[config.mk]
export PLATFORM = sky130hd
export DESIGN_NAME = control_sequencer_imm
export DESIGN_NICKNAME = d
export VERILOG_FILES = /design/src/rtl/control_sequencer_imm.sv
export SDC_FILE = /design/constraint.sdc
export NUM_CORES = 1
export LEC_CHECK = 0
export BUFFER_PORTS_ARGS = -buffer_cell sky130_fd_sc_hd__buf_2
export CORE_AREA = 5 5 61 63
export CTS_CLUSTER_SIZE = 14
export DETAILED_ROUTE_END_ITERATION = 10
export DIE_AREA = 0 0 66 68
export PLACE_DENSITY = 0.76
export SLEW_MARGIN = 15
export SYNTH_ARGS = -nofsm -noshare
export SYNTH_HDL_FRONTEND = slang
export SYNTH_SLANG_ARGS = --single-unit
[constraint.sdc]
create_clock -name Clock -period 1.67 [get_ports Clock]
set_input_delay 0.0835 -clock Clock [delete_from_list [all_inputs] [get_ports Clock]]
set_output_delay 0.0835 -clock Clock [all_outputs]
set_load 0.05 [all_outputs]
[src/rtl/control_sequencer_imm.sv]
// -----------------------------------------------------------------------------
// control_sequencer_imm
//
// Hardwired Moore control unit for the Datapath. It sequences the three-step
// fetch (T0..T2) and the immediate-format instructions addi, andi, ori and ldi
// (T3..T5). It also handles halt and the Stop request. Every control strobe is
// decoded combinationally from the registered step. In T3..T5 the opcode in IR
// also takes part, so an asynchronous Reset drops all strobes at once.
//
// Ports
//   Clock        in   1   rising-edge clock
//   Reset        in   1   asynchronous, active-high; forces S_RST
//   IR           in  32   instruction register; opcode is IR[31:27]
//   Stop         in   1   halt request, honoured only at an instruction boundary
//   PCout .. Cout out  1   Datapath control strobes
//   alu_op       out  5   ALU operation select, non-zero only in T4
//   Run          out  1   high while sequencing, low in S_RST and S_HALT
//   instr_count  out 16   retired-instruction counter, wraps at 16'hFFFF
// -----------------------------------------------------------------------------
module control_sequencer_imm #(
    parameter logic [4:0] OP_ADDI = 5'b01100,
    parameter logic [4:0] OP_ANDI = 5'b01101,
    parameter logic [4:0] OP_ORI  = 5'b01110,
    parameter logic [4:0] OP_LDI  = 5'b00001,
    parameter logic [4:0] OP_HALT = 5'b11011,
    parameter logic [4:0] ALU_ADD = 5'b00011,
    parameter logic [4:0] ALU_AND = 5'b00101,
    parameter logic [4:0] ALU_OR  = 5'b00110
) (
    input  logic        Clock,
    input  logic        Reset,
    input  logic [31:0] IR,
    input  logic        Stop,
    output logic        PCout,
    output logic        Zlowout,
    output logic        Zhighout,
    output logic        MDRout,
    output logic        MARin,
    output logic        Zin,
    output logic        PCin,
    output logic        MDRin,
    output logic        IRin,
    output logic        Yin,
    output logic        IncPC,
    output logic        Read,
    output logic        Write,
    output logic        CONin,
    output logic        Gra,
    output logic        Grb,
    output logic        Grc,
    output logic        Rin,
    output logic        Rout,
    output logic        BAout,
    output logic        Cout,
    output logic [4:0]  alu_op,
    output logic        Run,
    output logic [15:0] instr_count
);

    typedef enum logic [2:0] {
        S_RST  = 3'd0,
        S_T0   = 3'd1,
        S_T1   = 3'd2,
        S_T2   = 3'd3,
        S_T3   = 3'd4,
        S_T4   = 3'd5,
        S_T5   = 3'd6,
        S_HALT = 3'd7
    } state_t;

    state_t      r_state;
    state_t      w_next_state;
    logic [15:0] r_instr_count;
    logic        w_retire;
    logic [4:0]  w_opcode;
    logic        w_is_alu_imm;
    logic        w_unused_ir;

    // The operand fields are used by the Datapath, not by this sequencer.
    assign w_opcode     = IR[31:27];
    assign w_unused_ir  = ^IR[26:0];
    assign w_is_alu_imm = (w_opcode == OP_ADDI) || (w_opcode == OP_ANDI) ||
                          (w_opcode == OP_ORI);

    // NOTE: sequential state is updated only with non-blocking assignments,
    // so every flop samples values from before the edge.
    always_ff @(posedge Clock or posedge Reset) begin
        if (Reset) begin
            r_state       <= S_RST;
            r_instr_count <= '0;
        end else begin
            r_state <= w_next_state;
            if (w_retire)
                r_instr_count <= r_instr_count + 16'd1;
        end
    end

    // NOTE: every output of this block is assigned a default first, so no
    // path through the case statement can leave a latch behind.
    always_comb begin
        w_next_state = r_state;
        w_retire     = 1'b0;
        PCout    = 1'b0;  Zlowout = 1'b0;  Zhighout = 1'b0;  MDRout = 1'b0;
        MARin    = 1'b0;  Zin     = 1'b0;  PCin     = 1'b0;  MDRin  = 1'b0;
        IRin     = 1'b0;  Yin     = 1'b0;  IncPC    = 1'b0;  Read   = 1'b0;
        Write    = 1'b0;  CONin   = 1'b0;  Gra      = 1'b0;  Grb    = 1'b0;
        Grc      = 1'b0;  Rin     = 1'b0;  Rout     = 1'b0;  BAout  = 1'b0;
        Cout     = 1'b0;
        alu_op   = 5'b00000;
        Run      = 1'b1;

        unique case (r_state)
            S_RST: begin
                Run          = 1'b0;
                w_next_state = S_T0;
            end
            S_T0: begin
                PCout = 1'b1;  MARin = 1'b1;  IncPC = 1'b1;  Zin = 1'b1;
                w_next_state = S_T1;
            end
            S_T1: begin
                Zlowout = 1'b1;  PCin = 1'b1;  Read = 1'b1;  MDRin = 1'b1;
                w_next_state = S_T2;
            end
            S_T2: begin
                MDRout = 1'b1;  IRin = 1'b1;
                w_next_state = S_T3;
            end
            S_T3: begin
                if (w_is_alu_imm) begin
                    Grb = 1'b1;  Rout = 1'b1;  Yin = 1'b1;
                    w_next_state = S_T4;
                end else if (w_opcode == OP_LDI) begin
                    // ldi uses Rb == R0, so BAout puts zero on the bus.
                    Grb = 1'b1;  BAout = 1'b1;  Yin = 1'b1;
                    w_next_state = S_T4;
                end else if (w_opcode == OP_HALT) begin
                    w_next_state = S_HALT;
                end else begin
                    // An unsupported opcode retires as a NOP. That is an
                    // instruction boundary, so Stop is sampled here.
                    w_retire     = 1'b1;
                    w_next_state = Stop ? S_HALT : S_T0;
                end
            end
            S_T4: begin
                Cout = 1'b1;  Zin = 1'b1;
                if (w_opcode == OP_ANDI)
                    alu_op = ALU_AND;
                else if (w_opcode == OP_ORI)
                    alu_op = ALU_OR;
                else
                    alu_op = ALU_ADD;
                w_next_state = S_T5;
            end
            S_T5: begin
                Zlowout = 1'b1;  Gra = 1'b1;  Rin = 1'b1;
                w_retire     = 1'b1;
                w_next_state = Stop ? S_HALT : S_T0;
            end
            S_HALT: begin
                Run          = 1'b0;
                w_next_state = S_HALT;
            end
            default: begin
                Run          = 1'b0;
                w_next_state = S_RST;
            end
        endcase
    end

    assign instr_count = r_instr_count;

endmodule

==> results.md, run 1 <==
- Crit. End Element: primary output
- Worst skew pair latency: 300 ps
- Starting DRT DRC Count: 55
- First-pass GRT wire length: 4.312 mm
- Multi-input gate area: 744.5 um2
- DP Area: 1585 um2
- EDFF count, synth: 0
- Via density: 4.741
- Sw frac: 56.00%
- Ys Warns: 0
- Final worst slack: 19.20 ps
- Clock-pin slew on the worst setup and hold paths: 100 ps
- Via count: 1,100
- Num rows: 21
- Critical Path RT: 1590 ps
- Port bufs: 44
- Setup crit start kind: flip-flop
- F_max: 0.6058 GHz
- Area of the mapped netlist: 1225 um2
- RSZ-0062 raised after global routing: true
- Clock skew: 5.011 ps
- Vias in the first global route: 978
- N_diodes: 0
- Area growth syn-to-layout: 41.78%
- Largest net degree at the start of global routing: 20
- TritonCTS Buffers: 3
- Wirelength, routed: 2.792 mm
- CTS tree: yes
- Design Power: 2.822 mW
- Starting Density: 38.53%
- Clock Power Share: 8.3%
- Slew Limit Fails: 0
- CP dominant cell by count: buf_6
- Post-synth top area share: 38.82%
- Clk sinks: 19
- Fin util: 54.62%
- Hold Fails Final Rpt: 0
- Leakage: 0.8422 nW
- Final instance area: 1737 um2
- Synth area leader: dfrtp_1
- Die X: 66 um
- Register area share after synthesis: 38.82%
- Antenna-violating nets left: 0
- H-tree levels: 1
- Yosys cell types: 37
- Combinational family with the most area after synthesis: simple AND/OR/NAND/NOR gates
- Maximum VDD drop: 1191 uV
- Minimum clock period: 1651 ps
- Synth async-reset ratio: 100.0%
- Internal power: 1.242 mW
- Crit path DAT: 1570 ps
- Worst rel slew slack: 54.45%
- Setup CP Type: reg2out
- Root buf cell: clkbuf_4
- Max_cap viols: 0
- Top_reg_cell synth: dfrtp_1
- CP Cell Sequence: buf_6 > nor2b_4 > nand2_4 > nor4_4 > buf_6
- Finish-stage setup viols: 0
- Adder-cell share of the synthesized area: 1.021%
- Fin crit share: 98.85%
- # IOs: 78
- Psw: 1.580 mW
- Mux cell area share after synthesis: 0.9193%
- Max clock buf depth: 2
- Max incr delay on CP: 380 ps
- Total track usage: 12.20%
- Hold Path Class: in2reg
- GPL Wtd Cong: 0.7288
- Synth Area in XOR/XNOR: 11.44%
- Sequential power share: 24.4%
- Antenna violations before repair: 0
- DR pass1 iterations: 4
- Synth Area in Compound Gates: 6.639%
- Fillers: 289
- Synth area leaders: dfrtp_1, xnor2_1, buf_4
- Seq cells post-synth: 19
- Power per cell area: 1625 nW/um2
- Share of cells above drive strength 1: 49.46%
- Combinational share of power: 67.3%
- Post-Synthesis Cells: 133
- Simple-Gate Fraction of Synth Area: 27.68%
- HPWL Detailed: 2.136 mm
- Gr ovfl total: 0
- Nets: 223
- Syn_area_per_cell: 9.210 um2
- FF+latch area: 478.0 um2
- Setup_tns: 0 ps
- WL/cell: 12.03 um
- Worst Tran Pin Value: 682.5 ps
- CORE AREA: 3179 um2
- Drc violations: 0
- Run status: complete, no violations
- Crit-path slowest cell: dfrtp_1
- CP Max Fanout: 10
- Placement Setup Slack: -281.2 ps
- DIE HEIGHT: 68 um
- Die area: 4488 um2
sequential cells by signal (all words and copies together) (netlist names):
register,cells
instr_count,16
r_state,3
cells by family after synthesis:
family	count (synthesis)
mux	1
fa+ha+maj	1
other cells	1
buf+inv	26
compound gates	12
simple gates	57
xor+xnor	16
flops	19
what timing repair did:
| item | in CTS | in global routing |
|---|---|---|
| endpoints found under the hold margin | 19 | 0 |
| hold buffers | 1 | 0 |
| setup buffers | 2 | 5 |
| pin swaps | 1 | 2 |
| setup endpoints to repair | 20 | 20 |
| gates resized for setup | 10 | 4 |
power groups by stage:
stage / combinational (mW) / sequential, mW / clock (mW)
CTS: 1.82 / 0.687 / 0.241
floorplan: 1.22 / 0.920 / 0
global placement: 1.71 / 0.687 / 0
global route: 2.01 / 0.702 / 0.255
detailed placement: 1.72 / 0.690 / 0
finish: 1.90 / 0.689 / 0.233
placed cells by master, fill, tap and decap left out, types with 4 or more instances in the layout:
cell      instances
nand3_1           5
inv_1             6
conb_1            6
nor2_1            4
buf_4            16
nand2_1          10
nand4_1           6
buf_2            40
xnor2_1          14
buf_6             5
clkbuf_4          4
dfrtp_1          17
nand3b_1          4
final timing paths:
kind | start | cells past startpoint | end | slack (ps)
worst max-delay path | r_state[0] | 5 | alu_op[2] | 20
worst min-delay path | Stop | 3 | r_state[2] | 60
worst max register to register | r_state[1] | 5 | instr_count[1] | 130
worst min register to register | instr_count[15] | 1 | instr_count[15] | 480
max in group asynchronous | Reset | 3 | instr_count[4] | 770
min in group asynchronous | Reset | 3 | instr_count[14] | 420
synth_stat cells (3+ instances only):
| cell | number |
|---|---|
| nand2_1 | 11 |
| nand3b_1 | 4 |
| buf_4 | 13 |
| inv_1 | 6 |
| nand2b_1 | 3 |
| nand4_1 | 6 |
| nand3_1 | 5 |
| a21oi_1 | 3 |
| o21ai_0 | 3 |
| xnor2_1 | 14 |
| clkbuf_1 | 5 |
| and3_1 | 3 |
| nor3_1 | 4 |
| dfrtp_1 | 19 |
| nor2_1 | 6 |
per-stage QoR:
step / instances / hold slack, ps
global placement: 220 / 221.1
detailed placement: 220 / 217.5
CTS: 227 / 48.50
global route: 232 / 82.72
finish: 232 / 56.24
floorplan: 138 / 34.49
worst max-delay path, delay by kind of cell (launching register included):
kind                   cells  cell delay (ps)
buffers and inverters      2              330
DFF                        1              380
and+or+nand+nor            3              550
routing by layer:
| layer | global-route usage, % | wire length, um | up-vias |
|---|---|---|---|
| met5 | 0 | 0 | - |
| met4 | 3.807 | 27 | 0 |
| met3 | 1.642 | 163 | 3 |
| met2 | 20.40 | 1319 | 32 |
| met1 | 16.45 | 1282 | 522 |
| li1 | - | - | 543 |
layout make-up:
class | count | area share [%]
Clock buffer | 3 | 1.297
Clock inverter | 1 | 0.2882
Inverter | 6 | 1.297
Multi-Input combinational cell | 93 | 42.87
Sequential cell | 19 | 27.52
Tap cell | 46 | 3.314
Timing Repair Buffer | 64 | 23.41
Power figures use the tool's default switching activity.
==> run 2: changes to the inputs <==
--- a/config.mk
+++ b/config.mk
@@ -6,12 +6,14 @@
 export NUM_CORES = 1
 export LEC_CHECK = 0
 export BUFFER_PORTS_ARGS = -buffer_cell sky130_fd_sc_hd__buf_2
-export CORE_AREA = 5 5 61 63
+export CORE_AREA = 5 5 59 61
+export CTS_BUF_LIST = sky130_fd_sc_hd__clkbuf_8
 export CTS_CLUSTER_SIZE = 14
 export DETAILED_ROUTE_END_ITERATION = 10
-export DIE_AREA = 0 0 66 68
-export PLACE_DENSITY = 0.76
+export DIE_AREA = 0 0 64 66
+export PLACE_DENSITY = 0.81
 export SLEW_MARGIN = 15
 export SYNTH_ARGS = -nofsm -noshare
 export SYNTH_HDL_FRONTEND = slang
 export SYNTH_SLANG_ARGS = --single-unit
+export TNS_END_PERCENT = 30
==> results.md, run 2 (synthesis gave the netlist of run 1 again) <==
- Internal power: 1.254 mW (+1.0%)
- Worst Tran Pin Value: 693.7 ps (+11.18 ps)
- Leakage: 0.8131 nW (-3.5%)
- Die X: 64 um (-3.0%)
- Clock skew: 2.094 ps (-2.917 ps)
- Die area: 4224 um2 (-5.9%)
- Slew Limit Fails: 0 (unchanged)
- HPWL Detailed: 2.197 mm (+2.8%)
- Worst rel slew slack: 53.70% (-0.75 points)
- Placed insts: 207 (-5.9%)
- Final worst slack: -27.54 ps (-46.73 ps)
- Final non-filler cell total: 213 (-8.2%)
- Final instance area: 1673 um2 (-3.7%)
- Clk sinks: 19 (unchanged)
- Setup crit start kind: flip-flop
- Area growth syn-to-layout: 36.57%
- Hold Path Class: in2reg
- Num rows: 20 (-4.8%)
- Max clock buf depth: 2 (unchanged)
- Placement Setup Slack: -256.1 ps (+25.17 ps)
- Max_cap viols: 0 (unchanged)
- Starting Density: 41.84% (+3.3 points)
- Clock-pin slew on the worst setup and hold paths: 70 ps (-30 ps)
- CORE AREA: 2928 um2 (-7.9%)
- First-pass GRT wire length: 4.761 mm (+10%)
- Cell count of the worst reg-to-reg path: 5 (unchanged)
- Total track usage: 14.05% (+1.9 points)
- Maximum VDD drop: 1540 uV (+29%)
- Minimum clock period: 1698 ps (+46.73 ps)
- WL/cell: 13.18 um (+9.5%)
- Run status: complete, but fails checks
- GPL Wtd Cong: 0.7553 (+3.6%)
- Finish-stage setup viols: 1 (+1)
- F_max: 0.5891 GHz (-2.8%)
- Gr ovfl total: 0 (unchanged)
- Wirelength, routed: 2.807 mm (+0.54%)
- DR pass1 iterations: 5 (+1)
- R2R Path End: instr_count[1]
- Number of flip-flops in the largest register: 16 (unchanged)
- Starting DRT DRC Count: 30 (-45%)
- Cells on Worst Hold Path: 3 (unchanged)
- Sequential power share: 24.1% (-0.3 points)
- Commonest non-fill, non-tap cell in the layout: buf_2
- Via density: 4.991 (+5.3%)
- N_diodes: 0 (unchanged)
- Design Power: 2.829 mW (+0.26%)
- TritonCTS Buffers: 3 (unchanged)
- Critical Path RT: 1590 ps (about the same)
- Most frequent cells in the layout: buf_2, dfrtp_1, xnor2_1
- Reg2reg start: r_state[1]
- Share of cells above drive strength 1: 45.56% (-3.9 points)
- Via count: 1,063 (-3.4%)
- Fin crit share: 101.6% (+2.8 points)
- DIE HEIGHT: 66 um (-2.9%)
- Reg2reg setup slack: 150 ps (+20 ps)
- Antenna violations before repair: 0 (unchanged)
- WHS: 83.72 ps (+27.48 ps)
- H-tree levels: 1 (unchanged)
- Combinational share of power: 64.4% (-2.9 points)
- Crit. End Element: primary output
- Psw: 1.575 mW (-0.33%)
- Vias in the first global route: 1,044 (+6.7%)
- Nets: 217 (-2.7%)
- Clock Power Share: 11.5% (+3.2 points)
- CP Max Fanout: 5 (-5)
- Drc violations: 0 (unchanged)
- # IOs: 78 (unchanged)
- Hold Fails Final Rpt: 0 (unchanged)
- Crit path DAT: 1610 ps (+40 ps)
- RSZ-0062 raised after global routing: true
- HP Start: Stop
- Sw frac: 55.67% (-0.33 points)
- CTS tree: yes
- Failing checks: negative setup slack
- Largest net degree at the start of global routing: 20 (unchanged)
- Power per cell area: 1691 nW/um2 (+4.1%)
- Worst skew pair latency: 260 ps (-40 ps)
- Port bufs: 44 (unchanged)
- Setup CP Type: reg2out
- Hold EP: r_state[2]
- Root buf cell: clkbuf_8
- DP Area: 1558 um2 (-1.7%)
- Antenna-violating nets left: 0 (unchanged)
[run 2: power groups by stage]
stage | registers (mW) | clock network [mW] | logic (mW)
floorplan | 0.915 | 0 | 1.21
global placement | 0.680 | 0 | 1.73
detailed placement | 0.685 | 0 | 1.75
CTS | 0.680 | 0.333 | 1.78
global route | 0.706 | 0.359 | 1.94
finish | 0.682 | 0.324 | 1.82
[run 2: cell type report]
class                   count  area, um2
fillers                   272       1255
well taps                  33      41.29
flip-flops and latches     19      475.5
clock buffers               3      41.29
clock inverters             1      5.005
repair buffers             58      361.6
inverters                   6      22.52
multi-input cells          93      725.7
[run 2: per-layer routing]
metal,wire length [um],up-vias,track usage (%)
met4,65,0,4.675
met5,0,-,0
li1,-,532,-
met3,162,5,3.061
met1,1242,494,18.38
met2,1337,32,22.86
[run 2: per-stage QoR]
stage                     TNS [ps]  utilization, %
after floorplan             -320.2               -
after global placement       -2146           53.21
after detailed placement     -2603           53.21
after CTS                        0           55.77
after global routing        -169.0           57.14
final                       -27.54           57.14
[run 2: how the worst max path moves through the flow]
stage / start / to / cells after the start
2_1_floorplan: r_state[1] / BAout / 3
5_1_grt: r_state[0] / Rout / 6
3_3_place_gp: r_state[1] / instr_count[1] / 4
3_5_place_dp: r_state[1] / instr_count[10] / 5
4_1_cts: r_state[0] / Rout / 6
6_report: r_state[0] / Rout / 6
[run 2: worst max-delay path, cell delays in order (launching register included)]
cell,delay (ps)
dfrtp_1,370
nand2b_1,190
buf_4,190
nor2_2,120
nand2_1,70
a21oi_1,170
buf_4,240
[run 2: what timing repair did]
item,CTS,global route
hold buffers,1,0
pin swaps,1,1
gates resized for setup,5,6
hold endpoints to repair,19,0
cloned,0,0
buffers inserted,0,1
endpoints found under the setup margin,17,16
